[src/rtl/btn_event_pkg.sv]
// Shared types and defaults for the push-button event front end.
package btn_event_pkg;

    typedef enum logic {
        IDLE  = 1'b0,
        OFFER = 1'b1
    } state_t;

    localparam int N_BTN_DEF    = 4;
    localparam int DB_WIDTH_DEF = 16;

    // Width of a button index; never narrower than one bit.
    function automatic int id_width(input int n);
        return (n > 2) ? $clog2(n) : 1;
    endfunction

endpackage

[src/rtl/btn_debounce_ch.sv]
// One button channel: 2-flop synchronizer, press debounce counter,
// debounced level register and a one-cycle rising-edge pulse.
module btn_debounce_ch
    import btn_event_pkg::*;
#(
    parameter int DB_WIDTH = DB_WIDTH_DEF
) (
    input  logic clk_in,
    input  logic rst_in,
    input  logic btn_in,
    output logic btn_level,
    output logic btn_rise
);

    logic                r_sync0;
    logic                r_sync1;
    logic                r_level;
    logic                r_level_d;
    logic [DB_WIDTH-1:0] r_cnt;

    // NOTE: sequential state uses non-blocking assignments so every flop
    // samples the pre-edge values of its neighbours, as real hardware does.
    always_ff @(posedge clk_in) begin
        if (rst_in) begin
            r_sync0   <= 1'b0;
            r_sync1   <= 1'b0;
            r_level   <= 1'b0;
            r_level_d <= 1'b0;
            r_cnt     <= '0;
        end else begin
            r_sync0   <= btn_in;
            r_sync1   <= r_sync0;
            r_level_d <= r_level;
            // Release is taken immediately; only presses must prove stability.
            if (!r_sync1) begin
                r_cnt   <= '0;
                r_level <= 1'b0;
            end else begin
                r_cnt <= r_cnt + DB_WIDTH'(1);
                if (&r_cnt) begin
                    r_level <= 1'b1;
                end
            end
        end
    end

    assign btn_level = r_level;
    assign btn_rise  = r_level & ~r_level_d;

endmodule

[src/rtl/btn_event_ctrl.sv]
// Debounces N_BTN buttons and serialises their presses as one-shot events
// over valid/ready, granting pending presses in round-robin order.
module btn_event_ctrl
    import btn_event_pkg::*;
#(
    parameter int N_BTN    = N_BTN_DEF,
    parameter int DB_WIDTH = DB_WIDTH_DEF
) (
    input  logic                          clk_in,
    input  logic                          rst_in,
    input  logic [N_BTN-1:0]              btn_in,
    output logic [N_BTN-1:0]              btn_level,
    output logic                          evt_valid,
    output logic [id_width(N_BTN)-1:0]    evt_id,
    input  logic                          evt_ready,
    output logic                          evt_drop
);

    localparam int ID_W = id_width(N_BTN);

    logic [N_BTN-1:0] w_level;
    logic [N_BTN-1:0] w_rise;
    logic [N_BTN-1:0] w_clear;
    logic [ID_W-1:0]  w_win;
    logic             w_grant;
    state_t           w_state_next;

    state_t           r_state;
    logic [N_BTN-1:0] r_pending;
    logic [ID_W-1:0]  r_rr_ptr;
    logic [ID_W-1:0]  r_evt_id;
    logic             r_drop;

    for (genvar i = 0; i < N_BTN; i++) begin : g_ch
        btn_debounce_ch #(.DB_WIDTH(DB_WIDTH)) u_ch (
            .clk_in    (clk_in),
            .rst_in    (rst_in),
            .btn_in    (btn_in[i]),
            .btn_level (w_level[i]),
            .btn_rise  (w_rise[i])
        );
    end

    // First pending index after the last grant, wrapping modulo N_BTN.
    function automatic logic [ID_W-1:0] rr_pick(input logic [N_BTN-1:0] req,
                                                input logic [ID_W-1:0]  ptr);
        logic [ID_W-1:0] win;
        logic            found;
        int              idx;
        win   = '0;
        found = 1'b0;
        for (int k = 1; k <= N_BTN; k++) begin
            idx = int'(ptr) + k;
            if (idx >= N_BTN) idx = idx - N_BTN;
            if (!found && req[ID_W'(idx)]) begin
                found = 1'b1;
                win   = ID_W'(idx);
            end
        end
        return win;
    endfunction

    always_ff @(posedge clk_in) begin
        if (rst_in) r_state <= IDLE;
        else        r_state <= w_state_next;
    end

    // NOTE: every signal is given a default before the case so that no path
    // leaves it unassigned, which would otherwise infer a latch.
    always_comb begin
        w_state_next = r_state;
        w_grant      = 1'b0;
        w_win        = rr_pick(r_pending, r_rr_ptr);
        w_clear      = '0;
        case (r_state)
            IDLE: begin
                if (|r_pending) begin
                    w_grant      = 1'b1;
                    w_state_next = OFFER;
                end
            end
            OFFER: begin
                if (evt_ready) begin
                    if (|r_pending) w_grant      = 1'b1;
                    else            w_state_next = IDLE;
                end
            end
            default: w_state_next = IDLE;
        endcase
        if (w_grant) w_clear[w_win] = 1'b1;
    end

    // A fresh press on the bit being granted this edge is a new event, not a merge.
    always_ff @(posedge clk_in) begin
        if (rst_in) begin
            r_pending <= '0;
            r_rr_ptr  <= ID_W'(N_BTN - 1);
            r_evt_id  <= '0;
            r_drop    <= 1'b0;
        end else begin
            r_pending <= (r_pending & ~w_clear) | w_rise;
            r_drop    <= r_drop | (|(w_rise & r_pending & ~w_clear));
            if (w_grant) begin
                r_evt_id <= w_win;
                r_rr_ptr <= w_win;
            end
        end
    end

    assign btn_level = w_level;
    assign evt_valid = (r_state == OFFER);
    assign evt_id    = r_evt_id;
    assign evt_drop  = r_drop;

endmodule

[config.mk]
export PLATFORM = sky130hd
export DESIGN_NAME = btn_event_ctrl
export DESIGN_NICKNAME = d
export VERILOG_FILES = /design/src/rtl/btn_event_pkg.sv /design/src/rtl/btn_debounce_ch.sv /design/src/rtl/btn_event_ctrl.sv
export SDC_FILE = /design/constraint.sdc
export NUM_CORES = 1
export LEC_CHECK = 0
export ABC_AREA = 1
export BUFFER_PORTS_ARGS = -buffer_cell sky130_fd_sc_hd__buf_2
export CAP_MARGIN = 20
export CORE_ASPECT_RATIO = 2
export CORE_MARGIN = 2
export CORE_UTILIZATION = 60
export CTS_CLUSTER_DIAMETER = 80
export DETAILED_ROUTE_END_ITERATION = 12
export HOLD_SLACK_MARGIN = 0.12
export MAX_ROUTING_LAYER = met4
export PLACE_DENSITY = 0.76
export SLEW_MARGIN = 10
export SYNTH_ARGS = -nofsm -noshare
export SYNTH_HDL_FRONTEND = slang
export SYNTH_SLANG_ARGS = --single-unit
[constraint.sdc]
create_clock -name clk_in -period 2.51 [get_ports clk_in]
set_clock_uncertainty 0.2 [all_clocks]
set_input_delay 0.251 -clock clk_in [delete_from_list [all_inputs] [get_ports clk_in]]
set_output_delay 0.251 -clock clk_in [all_outputs]
set_load 0.02 [all_outputs]
Word-level counts from Yosys, hierarchy flattened
Index checks and enable logic that the tools add are counted.
- register bits: 90
- logic and storage cells: 114
- $add $sub $neg: 12
- order comparisons: 10
- multiplexer cells: 31
- bitwise operators: 19
- reductions and logical operators: 17
- operators by type and width (operator ; number):
    $add A16 B1 Y16 const B ; 4
    $reduce_and A16 Y1 ; 4
    $lt A2 B4 Y1 const B ; 4
    $mux W2 ; 8
    $mux W1 ; 15
    $and A4 B4 Y4 ; 3
    $ge A3 B3 Y1 const B ; 3
    $not A1 Y1 ; 9
    $bmux W1 S2 ; 4
    $reduce_or A2 Y1 ; 4
    $reduce_or A4 Y1 ; 2
    $sub A2 B1 Y2 const B ; 4
    $add A2 B2 Y3 const B ; 2
    $add A2 B3 Y4 const B ; 1
    $and A1 B1 Y1 ; 4
    $ge A4 B3 Y1 const B ; 1
    $logic_and A1 B1 Y1 ; 4
    $mux W4 ; 1
    $not A4 Y4 ; 1
    $or A4 B4 Y4 ; 1
    $pmux W1 S2 ; 2
    $add A2 B1 Y3 const B ; 1
    $logic_not A1 Y1 ; 3
    $lt A2 B3 Y1 const B ; 1
    other kinds (3) ; 3

Depth between registers and ports, before layout
Gate-level depths: netlist of the first run.
- depth in word-level cells: 25
- mapped depth: 15
- gate-level depth less buffers: 15

Modules after synthesis
From an unflattened synthesis of the first run, not the netlist that was laid out.
- cell total of the unflattened synthesis: 635
- area total of the unflattened synthesis: 4441.8 um^2
- by module, submodules not included (module ; times used ; cells an instance ; area each (um^2) ; sequential area each (um^2)):
    btn_debounce_ch ; 4 ; 130 ; 930.9 ; 400.4
    btn_event_ctrl ; 1 ; 115 ; 718.2 ; 200.2

Worst setup path before layout of the first run
No wires, ideal clock.
- kind: flip-flop to flip-flop
- from: register g_ch[1].u_ch.r_cnt[0]
- to: register g_ch[1].u_ch.r_cnt[14]
- library setup time: 119 ps
- arrival time: 1498 ps
- required time: 2191 ps
- slack: 693 ps
- cell stages (with the launch flop): 13
- path buffers: 0
- period minus slack after synthesis: 1817 ps
- cells stage by stage: dfxtp_1 > ha_1 > nand2_1 > inv_1 > nand2_1 > nor2_2 > nand3_1 > nor2_2 > nand3_2 > nor2_2 > nand4_1 > o21ai_0 > a21oi_1
- cells in the longest elaborated chain, start to end: 1
- RTL lines (what ; line ; text):
    start, declared ; btn_debounce_ch.sv:19 ; logic [DB_WIDTH-1:0] r_cnt;
    start signal, assigned ; btn_debounce_ch.sv:39 ; r_cnt <= r_cnt + DB_WIDTH'(1);
    $add A16 B1 Y16 ; btn_debounce_ch.sv:39 ;
Every way passes these cells.
A chain may end at the register's enable or synchronous reset.

Worst setup path after layout of the first run
Ends and elaborated chain as after synthesis.

==> impl.org, run 1 <==
** Outcome
- Outcome :: finished clean

** STA
- Final Setup Violations :: 0
- For the pin with the worst max-slew slack, the measured transition is 436.5 ps.
- Sum of negative setup slack :: 0 ps
- Dividing the final minimum period by the clock period gives 0.8147.
- Setup repair after global routing missed its margin :: no
- The number of hold violations in the final report is 0.
- Max-slew violation total from the final report :: 0
- The routed design could run at a clock period as short as about 2000 ps.
- Headroom to the max-slew limit came out at 0.7063.
- For this run, the top clock speed supported by timing is 0.4890 GHz.
- On the final layout, the worst hold slack is 200.5 ps.

** Yosys
- Synth Cell Area :: roughly 0.0038 mm²
- Gate count of the mapped netlist :: 511
- In the synthesized netlist the dominant register cell turns out to be dfxtp_1.
- Yosys printed 0 warnings.
- The portion of synthesized area spent on multiplexers is 0.
- Synth Area in Compound Gates :: 0.1183
- Proportion of synthesized flip-flops having asynchronous set or reset :: 0
- Most area-hungry cell type in the Yosys netlist :: dfxtp_1
- Of the total synthesized cell area, the portion taken by AND, OR, NAND and NOR gates is 0.2965.
- Counting flops with a built-in enable in the synthesized netlist gives 0.
- Synth top area cells :: dfxtp_1 47%, inv_1 7.6%, nand2_1 7.6%
- Of the synthesized area, sequential elements account for 0.4718.
- Number of synthesized register bits :: 90
- Synth cell types :: 34
- Synth Net Count :: 522
- Area share of fa/ha/maj cells after synthesis :: 0.01311
- Of the total synthesized cell area, the portion taken by XOR and XNOR cells is 0.009174.
- Dividing the synthesized area by the synthesized cell count gives approximately 7.5 µm².
- Of the post-synthesis cell area, the dominant cell type holds 0.4718.
- By area, the combinational part of the netlist is dominated by simple AND/OR/NAND/NOR gates.

** Placed design
- RePlAce Congestion :: between 0.8 and 0.9
- Placed cell areas :: 0.003983 mm²
- Summed over all nets, the half-perimeter wirelength after detailed placement is 4707 µm.
- Number of buffer cells added on primary ports :: 14

** Final layout
- Finished Cell Area :: 0.004385 mm²
- For this run, the post-layout net count is around 560.
- The top cell types in the final layout, fill and taps aside, are 90 x dfxtp_1, 77 x inv_1, 77 x nand2_1, 70 x nor2_1, 48 x a21oi_1.
- Ant. Diodes :: 0
- Leading cell type in the layout, fill and taps excluded :: dfxtp_1
- The area growth from synthesis to layout is 14.84%.
- Count of filler cells inserted in the layout :: 507
- Fraction of layout instances using a drive strength above 1 :: 0.1220

** Clocking
- Clock transition at the register clock pins on the worst setup and hold paths after CTS :: 60 ps
- The number of clock buffers added by TritonCTS is 9.
- Number of gates resized after CTS :: 0
- CTS built an H-tree with a depth of 3.
- Clock tree synthesis found a total of 90 sinks.
- CTS tree :: built
- At the later pin of the worst-skew pair, clock insertion delay measures 340 ps.
- CTS root buf :: clkbuf_16
- Clock Path Buffers :: 2

** Drt
- Violation count after the first detailed-routing iteration :: 201
- Number of detailed-route iterations in the first pass :: 4
- DRC violations left :: 0
- Wires add up to around 6700 µm.
- After detailed routing, the number of vias per cell comes to 4.942.
- Once detail routing completed, the nets flagged for antenna violations numbered 0.
- Detailed-route via count :: around 3100
- After detailed routing, the average wire length per cell comes to 10.48 µm.

** Floorplanning
- In this run the count of I/O pins placed on the die edge is 15.
- Die Y :: around 120 µm
- Full die area :: just over 0.007 mm²
- Measured along the x axis, the die boundary spans between 60 and 70 µm.
- Effective utilization at floorplan :: 0.6152
- The region available for standard cell placement spans 0.006207 mm².
- The floorplan has a little over 40 rows.

** Global routing
- For this run, the total global-route usage over all layers was measured as 0.2208.
- The via count of the first global-routing pass was 2882.
- The number of antenna violations at the first check in global routing is 0.
- Wire length of the first global-routing pass :: approximately 12000 µm
- Total congestion overflow :: 0
- Maximum number of pins on one net before global-route repair :: 21

** Worst setup path
- In this run the worst path has a maximum fanout of 3.
- The worst setup path is launched from a register.
- Critical path data arrival time :: 2070 ps
- The critical path in this run is classified as reg -> reg.
- STA classifies the critical path endpoint as a register.
- Data required time of the critical path :: 2540 ps

** Power
- For this design the static power due to leakage is 1.618 nW.
- VDD sags by at most 0.0004668 V.
- Power Dens Cells :: 638.0 mW/mm²

** Min path
- Type of the most critical hold path :: reg -> reg

** Flow run
- Max-cap violations in this run came to 0.
==> cells in the mapped netlist (3+ instances only) <==
cell and n:
o21a_1 3, o21ai_0 30, nor3b_1 3, dfxtp_1 90
nand4_1 10, a21oi_1 48, inv_1 77, nor2_1 70
buf_4 4, or2_2 4, nor3_2 5, nor2_2 8
ha_1 4, and3_1 3, nand3_1 29, nand2_2 9
nand2_1 77, nor3_1 15
==> where the power goes <==
part / switching, mW / total, mW / internal, mW / leakage (nW)
Sequential: 0.00288 / 1.44 / 1.44 / 0.727
Clock: 0.504 / 1.31 / 0.804 / 0.152
Combinational: 0.0273 / 0.0499 / 0.0227 / 0.739
==> critical path: stages (launching register included) <==
cell and delay [ps]:
dfxtp_1 350, ha_1 180, nand2_1 50, inv_1 60
nand2_1 80, nor2_2 100, nand3_1 130, nor2_2 160
nand3_2 110, nor2_2 130, nand4_1 130, o21ai_0 180
a21oi_1 60
==> routing by layer <==
metal,part of all wire,track usage,vias up
li1,-,-,1711
met1,0.46,0.2516,1382
met2,0.49,0.3623,39
met3,0.032,0.05275,6
met4,0.014,0.09565,0
met5,0,-,-
==> registers in the layout, indices dropped and copies added (netlist names) <==
name and count:
g_ch.u_ch.r_level_d 4, evt_id 2, g_ch.u_ch.r_sync0 4, g_ch.u_ch.btn_level 4, g_ch.u_ch.r_cnt 64, r_rr_ptr 2
r_pending 4, evt_valid 1, evt_drop 1, g_ch.u_ch.r_sync1 4
==> final cells by class <==
cell class | instances | area, µm² | area share
sequential | 90 | 1802 | 0.4108
multi-input combinational | 335 | 1669 | 0.3806
clock buffer | 15 | 297.8 | 0.06790
inverter | 79 | 296.5 | 0.06762
timing repair buffer | 29 | 207.7 | 0.04736
tap | 86 | 107.6 | 0.02454
clock inverter | 1 | 5.005 | 0.001141
==> what timing repair did <==
action	CTS	global route
hold buffers	10	0
setup buffers	0	0
endpoints found under the hold margin	16	0
==> cells by family after synthesis <==
| family | after synthesis |
|---|---|
| buf+inv | 86 |
| xor+xnor | 4 |
| flops | 90 |
| simple gates | 241 |
| compound gates | 86 |
| fa+ha+maj | 4 |
==> final timing paths <==
path / startpoint / end / slack, ps / cells past startpoint
worst max-delay path: g_ch[1].u_ch.r_cnt[0] / g_ch[1].u_ch.r_cnt[14] / 470 / 12
worst min-delay path: g_ch[3].u_ch.r_sync0 / g_ch[3].u_ch.r_sync1 / 200 / 2
worst max register to register: g_ch[1].u_ch.r_cnt[0] / g_ch[1].u_ch.r_cnt[14] / 470 / 12
worst min register to register: g_ch[3].u_ch.r_sync0 / g_ch[3].u_ch.r_sync1 / 200 / 2
==> through the flow <==
stage	setup WS, ps	std cells	total power [mW]	util
after global routing	143.2	635	2.888	0.7065
after CTS	467.0	635	2.831	0.7065
after floorplan	693.1	511	1.494	-
after global placement	545.8	609	1.507	0.6416
after detailed placement	494.1	609	1.508	0.6416
final	465.1	635	2.798	0.7065
No activity file was read; power rests on OpenSTA's default activity.
==> run 2: changes to the inputs <==
CORE_UTILIZATION = 55   (was 60)
PLACE_DENSITY = 0.73   (was 0.76)
clock period = 1.87 ns   (was 2.51 ns; I/O delays follow)
==> run 2 against run 1 <==
Compared with the run above: the flow now finishes with violations (negative setup slack); largest cell class is now multi-input combinational cells; wire length up 52%; die area is 8.6% higher; register-to-register slack got worse by 740 ps; largest power group unchanged; highest routed layer unchanged.
==> impl.org, run 2 (synthesized netlist as in run 1, its figures left out) <==
** Worst setup path
- Crit path max-delay cell type :: dfxtp_4
- Crit start category :: register
- For this run, the slowest stage of the critical path takes 400 ps.
- Data arrives at the worst endpoint at 2170 ps.
- WS Path Type :: reg -> reg
- R2R cell count :: 15
- Worst path bufs/invs :: 1
- Biggest fanout along the worst timing path :: 6
- Data required time of the critical path :: 1890 ps
- The critical path crosses 15 cells after its start point.
- Critical Path Most Common Cell :: nand2_4
- The worst setup path is captured at a register.
- Among cell families on the critical path, the largest total delay comes from simple AND/OR/NAND/NOR gates.
- The critical path goes through inv_4 > nand2_2 > nand2_4 > nand2_4 > nand2_4 > o21bai_4 > nand2_2 > nand2_4 > nand2_4 > nor2_4 > nand2_2 > nand2_1 > nand2_1 > nor2_1 > nor2_1.

** Floorplanning
- Core Area :: 0.006833 mm²
- During I/O placement, the number of pins put on the boundary was 15.
- The floorplan has 43 rows.
- Full die area :: roughly 0.0077 mm²
- Die Y :: roughly 120 µm
- Die Wd :: 62.92 µm
- For this configuration, the core starts out at a cell density of 0.5589.

** Drt
- Number of detailed-route iterations in the first pass :: 5
- Violation count after the first detailed-routing iteration :: between 200 and 300
- The final layout contains routed wiring with a total length of 10110 µm.
- Dividing the detail-routed via count by the number of cells gives 5.272.
- DRC violations left :: 0
- The final route contains 3680 vias.
- Antenna Nets Post-Route :: 0
- Mean routed wirelength per cell :: 14.49 µm

** Final layout
- Largest register by flop count :: g_ch.u_ch.r_cnt
- Count of filler cells inserted in the layout :: 422
- Storage element area :: 0.001842 mm²
- Number of flip-flops under the largest register name :: 64
- Most frequent cells in the layout :: 72 x dfxtp_1, 69 x inv_1, 61 x nor2_1, 56 x buf_4, 47 x nand2_1
- The library cell used most frequently in the layout, excluding fill and tap cells, is dfxtp_1.
- Multi-input gate area in the final layout :: approximately 0.0022 mm²
- Relative to the synthesized area, the layout overhead comes to 43.15%.
- Post-layout nets :: 614
- Of the cells placed in the final design, the portion with a size suffix greater than 1 is 0.3766.
- Finished Cell Area :: 0.005466 mm²
- Ant. Diodes :: 0
- Final instance count without filler cells :: between 600 and 700

** Power
- The analysis attributes to cell leakage a power of 2.089 nW.
- Internal Power :: 3.068 mW
- Overall power consumption after layout is estimated at between 3 and 4 mW.
- The worst-case IR drop observed on VDD is 0.0007128 V.
- Of the total power, the share spent switching nets is 0.2102.
- The share of total power dissipated in combinational logic is 0.019.
- The share of total power dissipated in sequential elements is 0.495.
- Sw Pwr :: 0.8163 mW
- Of the total power, the clock network draws 0.485.
- Power Dens Cells :: 710.5 mW/mm²

** Placed design
- DP Wirelength :: 4698 µm
- Buffers placed on the I/O ports in this run total 14.
- After detailed placement, the total cell area comes to 0.004160 mm².
- RePlAce Congestion :: 0.8039
- Placed Cells :: 636
- Pre-CTS setup slack :: -82.27 ps

** Global routing
- The number of antenna violations at the first check in global routing is 0.
- The first global-routing pass estimated 13250 µm of wire.
- Met1 track utilization from global routing :: 0.2528
- Layer with the highest usage after global routing :: met2
- For this run, global-route usage on met3 was measured as 0.04617.
- After global routing the overflow that remains totals 0.
- In the global route stage, overall resource usage came out at 0.2211.
- GRT met2 Usage :: 0.3664
- The via count of the first global-routing pass was 3215.
- Entering global routing, the biggest net connects 20 pins.

** Flow run
- Across the run, the number of max-cap violations was 0.

** Clocking
- The tree is rooted in a clkbuf_16.
- Counting along the longest clock path gives a buffer depth of 2.
- Counting the buffers created by CTS gives 9.
- Clock-pin slew was measured on the worst setup and hold paths at 70 ps.
- Number of H-tree levels :: 3
- Clock latency on the worst-skew pair, taken at its later pin, is 340 ps.
- The tree built by TritonCTS fans out to 90 sinks.
- TritonCTS built the clock tree.

** Outcome
- The final reports fail on negative setup slack.
- Outcome :: finished, violations left

** STA
- Setup violations remaining at the end of the flow were counted as 16.
- Worst path setup slack after routing :: -275.8 ps
- Worst-margin pin slew :: 335.7 ps
- Sum of negative setup slack :: -1315 ps
- The number of hold violations in the final report is 0.
- Max-slew violation total from the final report :: 0
- Minimum clock period after layout :: approximately 2100 ps
- Setup repair after global routing could not meet its margin everywhere.
- In the finished design, the share of the clock period the worst path needs comes to 1.147.
- Rel. slew slack :: 0.7741
- Fmax :: 0.4660 GHz

** Min path
- The path class of the tightest hold or removal check is reg -> reg.
- Worst Hold Path Cells :: 2
==> run 2: worst paths after layout <==
path | startpoint | slack (ps) | endpoint
max | r_rr_ptr[1] | -280 | evt_drop
min | g_ch[3].u_ch.r_sync0 | 200 | g_ch[3].u_ch.r_sync1
max reg2reg | r_rr_ptr[1] | -280 | evt_drop
min reg2reg | g_ch[3].u_ch.r_sync0 | 200 | g_ch[3].u_ch.r_sync1
==> run 2: final cells by class <==
cell class	instances	area share
repair buffers	88	0.1261
inverters	79	0.05516
clock inverters	5	0.01122
multi-input cells	335	0.4038
clock buffers	11	0.04623
well taps	90	0.02060
flip-flops and latches	90	0.3369
==> run 2: routing by layer <==
layer  up-vias  part of all wire  wire (µm)
met4         0             0.039        396
met2       110              0.53       5324
li1       1826                 -          -
met1      1710              0.40       4046
met3        34             0.034        343
met5         -                 0          0
==> run 2: tightest hold or removal path, cell delays in order, from the launching register on <==
cell and delay [ps]:
dfxtp_1 300, inv_1 40, nor2_1 30
==> run 2: metrics by stage <==
step	utilization	hold slack, ps
floorplan	-	93.97
global placement	0.6089	190.8
detailed placement	0.6089	192.4
CTS	0.7090	204.7
global route	0.8000	224.4
finish	0.8000	202.9
==> run 2: timing repair <==
item                                    4_1_cts  5_1_grt
setup buffers                                21       18
hold endpoints to repair                     21        0
hold buffers                                 10        0
gates resized for setup                      39      135
pin swaps                                    26       66
endpoints found under the setup margin       16       33
==> run 2: power groups by stage <==
stage	Clock [mW]	Sequential, mW	Combinational (mW)
global route	1.98	1.92	0.0827
floorplan	0	1.97	0.0315
global placement	0	1.97	0.0521
detailed placement	0	1.97	0.0533
CTS	1.89	1.93	0.0696
finish	1.89	1.92	0.0752
